**config.mk**
```make
export PLATFORM = sky130hd
export DESIGN_NAME = r_alu_arbiter_flat
export DESIGN_NICKNAME = d
export VERILOG_FILES = /design/src/rtl/r_alu_arbiter_if.sv /design/src/rtl/r_alu_arbiter.sv /design/src/flat_wrapper.sv
export SDC_FILE = /design/constraint.sdc
export NUM_CORES = 1
export LEC_CHECK = 0
export CORE_MARGIN = 2
export CORE_UTILIZATION = 36
export CTS_CLUSTER_DIAMETER = 80
export CTS_CLUSTER_SIZE = 10
export DETAILED_ROUTE_END_ITERATION = 10
export PLACE_DENSITY = 0.84
export SLEW_MARGIN = 20
export SYNTH_ARGS = -nofsm -noshare
export SYNTH_HDL_FRONTEND = slang
export SYNTH_SLANG_ARGS = --single-unit
```
**constraint.sdc**
```tcl
create_clock -name clk -period 1.4 [get_ports clk]
set_input_delay 0.14 -clock clk [delete_from_list [all_inputs] [get_ports clk]]
set_output_delay 0.14 -clock clk [all_outputs]
set_load 0.005 [all_outputs]
```
**src/rtl/r_alu_arbiter_if.sv**
```systemverilog
// Bundle of request, response and ALU-side signals shared between the
// two requesters, the arbiter and the external combinational R-type ALU.
interface r_alu_arbiter_if;
  logic [1:0]  req_valid;
  logic [1:0]  req_ready;
  logic [31:0] req0_instr;
  logic [31:0] req0_in1;
  logic [31:0] req0_in2;
  logic [31:0] req1_instr;
  logic [31:0] req1_in1;
  logic [31:0] req1_in2;
  logic [1:0]  rsp_valid;
  logic [1:0]  rsp_ready;
  logic [31:0] rsp_data;
  logic        rsp_err;
  logic [31:0] alu_instr;
  logic [31:0] alu_in1;
  logic [31:0] alu_in2;
  logic [31:0] alu_out;
  logic        busy;

  // Arbiter view: consumes requests and ALU result, produces everything else
  modport slave (
    input  req_valid, req0_instr, req0_in1, req0_in2,
           req1_instr, req1_in1, req1_in2, rsp_ready, alu_out,
    output req_ready, rsp_valid, rsp_data, rsp_err,
           alu_instr, alu_in1, alu_in2, busy
  );

  // Environment view: requesters plus the ALU
  modport master (
    output req_valid, req0_instr, req0_in1, req0_in2,
           req1_instr, req1_in1, req1_in2, rsp_ready, alu_out,
    input  req_ready, rsp_valid, rsp_data, rsp_err,
           alu_instr, alu_in1, alu_in2, busy
  );
endinterface

```
**src/rtl/r_alu_arbiter.sv**
```systemverilog
// Two-requester round-robin arbiter in front of a shared combinational
// R-type ALU. Each operation walks IDLE -> EXEC -> RESP -> IDLE; encodings
// outside the supported RV32I R-type subset are answered with an error flag.
module r_alu_arbiter #(
  parameter logic [31:0] ILLEGAL_RESULT = 32'h0000_0000
) (
  input  logic            clk,
  input  logic            rst,
  r_alu_arbiter_if.slave  bus
);

  typedef enum logic [1:0] {
    ST_IDLE = 2'd0,
    ST_EXEC = 2'd1,
    ST_RESP = 2'd2
  } state_t;

  state_t      r_state;
  state_t      w_next_state;
  logic        r_last_grant;
  logic        r_grantee;
  logic [31:0] r_instr;
  logic [31:0] r_in1;
  logic [31:0] r_in2;
  logic [31:0] r_result;
  logic        r_err;

  logic        w_grant_idx;
  logic        w_accept;
  logic        w_legal;
  logic        w_rsp_done;
  logic [6:0]  w_opcode;
  logic [2:0]  w_funct3;
  logic [6:0]  w_funct7;

  assign w_opcode   = r_instr[6:0];
  assign w_funct3   = r_instr[14:12];
  assign w_funct7   = r_instr[31:25];
  assign w_legal    = (w_opcode == 7'b0110011) &&
                      ((w_funct7 == 7'h00) ||
                       ((w_funct7 == 7'h20) &&
                        ((w_funct3 == 3'b000) || (w_funct3 == 3'b101))));
  assign w_accept   = (r_state == ST_IDLE) && (|bus.req_valid);
  assign w_rsp_done = (r_state == ST_RESP) && bus.rsp_ready[r_grantee];

  // Round-robin pick: a lone requester wins, on contention the one not served last
  always_comb begin
    w_grant_idx = 1'b0;
    case (bus.req_valid)
      2'b01:   w_grant_idx = 1'b0;
      2'b10:   w_grant_idx = 1'b1;
      2'b11:   w_grant_idx = ~r_last_grant;
      default: w_grant_idx = 1'b0;
    endcase
  end

  // Next-state and output decode; everything idles at zero unless the state says otherwise
  always_comb begin
    w_next_state  = r_state;
    bus.req_ready = 2'b00;
    bus.rsp_valid = 2'b00;
    bus.alu_instr = 32'h0;
    bus.alu_in1   = 32'h0;
    bus.alu_in2   = 32'h0;
    bus.busy      = 1'b1;
    bus.rsp_data  = r_result;
    bus.rsp_err   = r_err;
    case (r_state)
      ST_IDLE: begin
        bus.busy = 1'b0;
        if (w_accept) begin
          bus.req_ready = w_grant_idx ? 2'b10 : 2'b01;
          w_next_state  = ST_EXEC;
        end
      end
      ST_EXEC: begin
        bus.alu_instr = r_instr;
        bus.alu_in1   = r_in1;
        bus.alu_in2   = r_in2;
        w_next_state  = ST_RESP;
      end
      ST_RESP: begin
        bus.rsp_valid = r_grantee ? 2'b10 : 2'b01;
        if (w_rsp_done) begin
          w_next_state = ST_IDLE;
        end
      end
      default: begin
        w_next_state = ST_IDLE;
      end
    endcase
  end

  // State register plus operand capture on grant and result capture at the end of EXEC
  always_ff @(posedge clk) begin
    if (rst) begin
      r_state      <= ST_IDLE;
      r_last_grant <= 1'b1;
      r_grantee    <= 1'b0;
      r_instr      <= 32'h0;
      r_in1        <= 32'h0;
      r_in2        <= 32'h0;
      r_result     <= 32'h0;
      r_err        <= 1'b0;
    end else begin
      r_state <= w_next_state;
      if (w_accept) begin
        r_grantee    <= w_grant_idx;
        r_last_grant <= w_grant_idx;
        r_instr      <= w_grant_idx ? bus.req1_instr : bus.req0_instr;
        r_in1        <= w_grant_idx ? bus.req1_in1   : bus.req0_in1;
        r_in2        <= w_grant_idx ? bus.req1_in2   : bus.req0_in2;
      end
      if (r_state == ST_EXEC) begin
        r_result <= w_legal ? bus.alu_out : ILLEGAL_RESULT;
        r_err    <= ~w_legal;
      end
    end
  end

endmodule

```
**src/flat_wrapper.sv**
```systemverilog
// flat-port wrapper written by rule: the top's interface ports become plain ports
module r_alu_arbiter_flat 
#(
  parameter logic [31:0] ILLEGAL_RESULT = 32'h0000_0000
)
  (clk, rst, bus_req_valid, bus_req0_instr, bus_req0_in1, bus_req0_in2, bus_req1_instr, bus_req1_in1, bus_req1_in2, bus_rsp_ready, bus_alu_out, bus_req_ready, bus_rsp_valid, bus_rsp_data, bus_rsp_err, bus_alu_instr, bus_alu_in1, bus_alu_in2, bus_busy);
  r_alu_arbiter_if bus_i ();
  input  logic clk;
  input  logic rst;
  input wire logic [$bits(bus_i.req_valid)-1:0] bus_req_valid;
  input wire logic [$bits(bus_i.req0_instr)-1:0] bus_req0_instr;
  input wire logic [$bits(bus_i.req0_in1)-1:0] bus_req0_in1;
  input wire logic [$bits(bus_i.req0_in2)-1:0] bus_req0_in2;
  input wire logic [$bits(bus_i.req1_instr)-1:0] bus_req1_instr;
  input wire logic [$bits(bus_i.req1_in1)-1:0] bus_req1_in1;
  input wire logic [$bits(bus_i.req1_in2)-1:0] bus_req1_in2;
  input wire logic [$bits(bus_i.rsp_ready)-1:0] bus_rsp_ready;
  input wire logic [$bits(bus_i.alu_out)-1:0] bus_alu_out;
  output wire logic [$bits(bus_i.req_ready)-1:0] bus_req_ready;
  output wire logic [$bits(bus_i.rsp_valid)-1:0] bus_rsp_valid;
  output wire logic [$bits(bus_i.rsp_data)-1:0] bus_rsp_data;
  output wire logic [$bits(bus_i.rsp_err)-1:0] bus_rsp_err;
  output wire logic [$bits(bus_i.alu_instr)-1:0] bus_alu_instr;
  output wire logic [$bits(bus_i.alu_in1)-1:0] bus_alu_in1;
  output wire logic [$bits(bus_i.alu_in2)-1:0] bus_alu_in2;
  output wire logic [$bits(bus_i.busy)-1:0] bus_busy;
  assign bus_i.req_valid = bus_req_valid;
  assign bus_i.req0_instr = bus_req0_instr;
  assign bus_i.req0_in1 = bus_req0_in1;
  assign bus_i.req0_in2 = bus_req0_in2;
  assign bus_i.req1_instr = bus_req1_instr;
  assign bus_i.req1_in1 = bus_req1_in1;
  assign bus_i.req1_in2 = bus_req1_in2;
  assign bus_i.rsp_ready = bus_rsp_ready;
  assign bus_i.alu_out = bus_alu_out;
  assign bus_req_ready = bus_i.req_ready;
  assign bus_rsp_valid = bus_i.rsp_valid;
  assign bus_rsp_data = bus_i.rsp_data;
  assign bus_rsp_err = bus_i.rsp_err;
  assign bus_alu_instr = bus_i.alu_instr;
  assign bus_alu_in1 = bus_i.alu_in1;
  assign bus_alu_in2 = bus_i.alu_in2;
  assign bus_busy = bus_i.busy;
  r_alu_arbiter #(.ILLEGAL_RESULT(ILLEGAL_RESULT)) u_core (.clk(clk), .rst(rst), .bus(bus_i));
endmodule
```
==> impl_metrics.env <==
export IMPL_run_status="finished, violations left"
export IMPL_failed_checks="setup timing"
export IMPL_wl_per_cell_um=24.6
export IMPL_worstSkewPairLatency_ps=420
export IMPL_number_of_max_cap_violations=0
export IMPL_slowest_delay_ps=680
export IMPL_final_min_period_over_clock_period_pct=154
export IMPL_report_final_slew_viol_count=0
export IMPL_worstSetupPathType="reg2reg"
export IMPL_design_portCount=364
export IMPL_irDropWorstVdd_v=0.000921
export IMPL_worst_flop_to_flop_path_endpoint="u_core.bus.rsp_data[0]"
export IMPL_post_synthesis_cell_type_count=37
export IMPL_register_bit_total_from_synthesis=133
export IMPL_finalCriticalPeriod_ps=2150
export IMPL_r2r_setup_slack_ps=-750
export IMPL_die_x_um=143
export IMPL_fp_dieArea_um2=20400
export IMPL_hold_path_startpoint="rst"
export IMPL_detail_route_first_pass_iterations=5
export IMPL_timing_critical_path_cells="nor2b_4 > buf_12 > buf_8 > clkbuf_16 > buf_12 > buf_12 > mux2i_1 > a2111oi_0"
export IMPL_p_leak_nw=5.38
export IMPL_global_route_usage_total_pct=25.8
export IMPL_cts_root_buffer_cell="clkbuf_16"
export IMPL_report_final_setup_viol=263
export IMPL_hold_depth=3
export IMPL_drcViolationCount=0
export IMPL_timing_critical_path_from_type="register"
export IMPL_post_route_setup_slack_ps=-753
export IMPL_vias_in_the_first_global_route=7863
export IMPL_reg2regPathDepth=8
export IMPL_synthCells=819
export IMPL_preCtsSetupSlack_ps=-312
export IMPL_worst_clock_skew_ps=13.1
export IMPL_max_slew_margin_rel_pct=50.5
export IMPL_syn_area_per_cell_um2=8.49
export IMPL_largest_net_degree_at_the_start_of_global_routing=89
export IMPL_power_density_cell_area_nw_per_um2=987
export IMPL_critical_path_max_fanout=6
export IMPL_cts_sinks=133
export IMPL_cts_inserted_buffers=17
export IMPL_grt_antenna_before_repair=1
export IMPL_ant_nets=0
export IMPL_core_area_um2=18800
export IMPL_floorplan_initialDensity_pct=36.9
export IMPL_detailedPlacementHpwl_um=18800
export IMPL_fmax_mhz=464
export IMPL_dpl_cell_count=1395
export IMPL_cts_max_level=4
export IMPL_crit_path_top_delay_cell="a2111oi_0"
export IMPL_detailed_place_area_um2=11200
export IMPL_tightestPinTransition_ps=724
export IMPL_die_h_um=143
export IMPL_setup_repair_after_global_routing_missed_its_margin="yes"
export IMPL_ys_seq_area_share_pct=38.3
export IMPL_post_drt_via_cell_ratio=6.09
export IMPL_setup_total_negative_slack_ps=-65250
export IMPL_hold_class="in2reg"
export IMPL_final_layout_size_suffix_gt1_share_pct=34.8
export IMPL_finish_instance_area_um2=14100
export IMPL_crit_path_frequent_cell="buf_12"
export IMPL_final_cells=1523
export IMPL_most_common_layout_cells="clkdlybuf4s50_1, dfxtp_1, nand4_1, a31oi_1, buf_6"
export IMPL_holdPathEnd="u_core.r_last_grant"
export IMPL_nets=1480
export IMPL_globalRoute_totalOverflow=0
export IMPL_wire_length_of_the_first_global_routing_pass_um=41700
export IMPL_dr_total_vias=9268
export IMPL_numPortBuffers=363
export IMPL_worst_ep_arrival_time_ps=2400
export IMPL_antennaDiodeCount=0
export IMPL_area_growth_syn_to_layout_pct=103
export IMPL_placementRows=50
export IMPL_worst_r2r_startpoint="u_core.r_state[0]"
export IMPL_worst_setup_path_end_kind="register"
export IMPL_total_nets_after_synthesis=1049
export IMPL_cts_path_max_buffers=2
export IMPL_critical_path_data_required_time_ps=1650
export IMPL_syn_area_um2=6960
export IMPL_most_common_library_cell_in_the_layout_ignoring_fill_and_taps="clkdlybuf4s50_1"
export IMPL_cts_clk_slew_worst_paths_ps=70
export IMPL_utilization_pct=74.9
export IMPL_tritoncts="built"
export IMPL_finalHoldViolCount=0
export IMPL_routabilityCongestion=0.826
export IMPL_wl_um=37500
export IMPL_synth_yosys_warnings=0
export IMPL_dr_first_iter_drc_count=884
-- cells in the mapped netlist, drive strengths merged --
library cell,n,area share [%]
o2111a,1,0.16
nand2b,2,0.18
nor4b,1,0.34
buf,42,3.3
and2,96,8.6
a21boi,1,0.16
a31oi,96,8.6
o211a,1,0.14
and3b,1,0.13
nand4,97,8.9
a21oi,2,0.14
xor2,1,0.13
inv,3,0.16
nand3,97,7.0
nor2b,2,0.18
o21ai,98,7.1
mux2i,33,4.7
nand2,1,0.054
nor3b,1,0.11
a311o,1,0.14
nor2,2,0.14
a2111oi,32,6.8
nand3b,1,0.11
clkbuf,69,3.8
nor3,2,0.14
and3,2,0.18
and4bb,1,0.18
dfxtp,133,38
-- metal layers --
| metal | global-route usage (%) | routed length, um | vias to the layer above |
|---|---|---|---|
| met5 | 0 | 43 | - |
| met4 | 12.2 | 2310 | 2 |
| met3 | 6.44 | 3860 | 175 |
| met2 | 44.3 | 18600 | 667 |
| met1 | 30.0 | 12700 | 4419 |
| li1 | - | - | 4005 |
-- final cells by class --
class | instances | area [um^2]
clock buffer | 17 | 425
clock inverter | 15 | 165
fill | 1244 | 4730
inverter | 3 | 23.8
multi-input combinational | 572 | 4440
sequential | 133 | 2670
tap | 260 | 325
timing repair buffer | 523 | 6050
-- stage by stage --
stage          hold slack, ps  power, mW
2_1_floorplan             267       5.74
3_3_place_gp              468       7.36
3_5_place_dp              465       7.42
4_1_cts                  35.4       12.2
5_1_grt                  32.1       14.3
6_report                 47.3       13.9
-- cell families (layout without fill, tap and decap cells) --
| logic type | count (synthesis) | after routing | share of synthesized area (%) |
|---|---|---|---|
| AO/OA/AOI/OAI | 232 | 232 | 23.3 |
| XOR/XNOR | 1 | 1 | 0.126 |
| buffers and inverters | 114 | 558 | 7.29 |
| flip-flops | 133 | 133 | 38.3 |
| multiplexers | 33 | 33 | 4.75 |
| AND/OR/NAND/NOR | 306 | 306 | 26.3 |
-- worst max-delay path, delay by kind of cell, from the launching register on --
family / cells / cell delay, ps
flops: 1 / 330
mux: 1 / 60
buf+inv: 5 / 700
simple gates: 1 / 210
compound gates: 1 / 680
-- report_power, final --
part / switching [mW] / internal [mW]
clock: 1.92 / 2.67
sequential: 0.239 / 4.13
combinational: 2.16 / 2.80
-- state kept, by name, summed over array words and instances, names as in the netlist --
| name | cells |
|---|---|
| u_core.r_state | 2 |
| u_core.r_instr | 32 |
| u_core.r_last_grant | 1 |
| u_core.bus.rsp_data | 32 |
| u_core.r_in2 | 32 |
| u_core.r_grantee | 1 |
| u_core.bus.rsp_err | 1 |
| u_core.r_in1 | 32 |
-- repair_timing --
action | 4_1_cts | 5_1_grt
resized for setup | 286 | 381
pin swaps | 9 | 179
setup endpoints to repair | 259 | 266
hold buffers | 0 | 0
buffers inserted | 13 | 45
gates cloned | 4 | 39
-- worst max path at each step --
stage / cells after the start / endpoint / from / slack [ps]
5_1_grt: 8 / u_core.bus.rsp_data[0] / u_core.r_state[0] / -840
2_1_floorplan: 4 / u_core.bus.rsp_data[10] / u_core.r_instr[29] / -10
4_1_cts: 5 / bus_alu_in2[28] / u_core.r_state[0] / -620
3_5_place_dp: 6 / u_core.bus.rsp_data[11] / u_core.r_state[0] / -310
3_3_place_gp: 5 / bus_req_ready[1] / bus_req_valid[1] / -300
6_report: 8 / u_core.bus.rsp_data[0] / u_core.r_state[0] / -750
No activity file was read; power rests on OpenSTA's default activity.
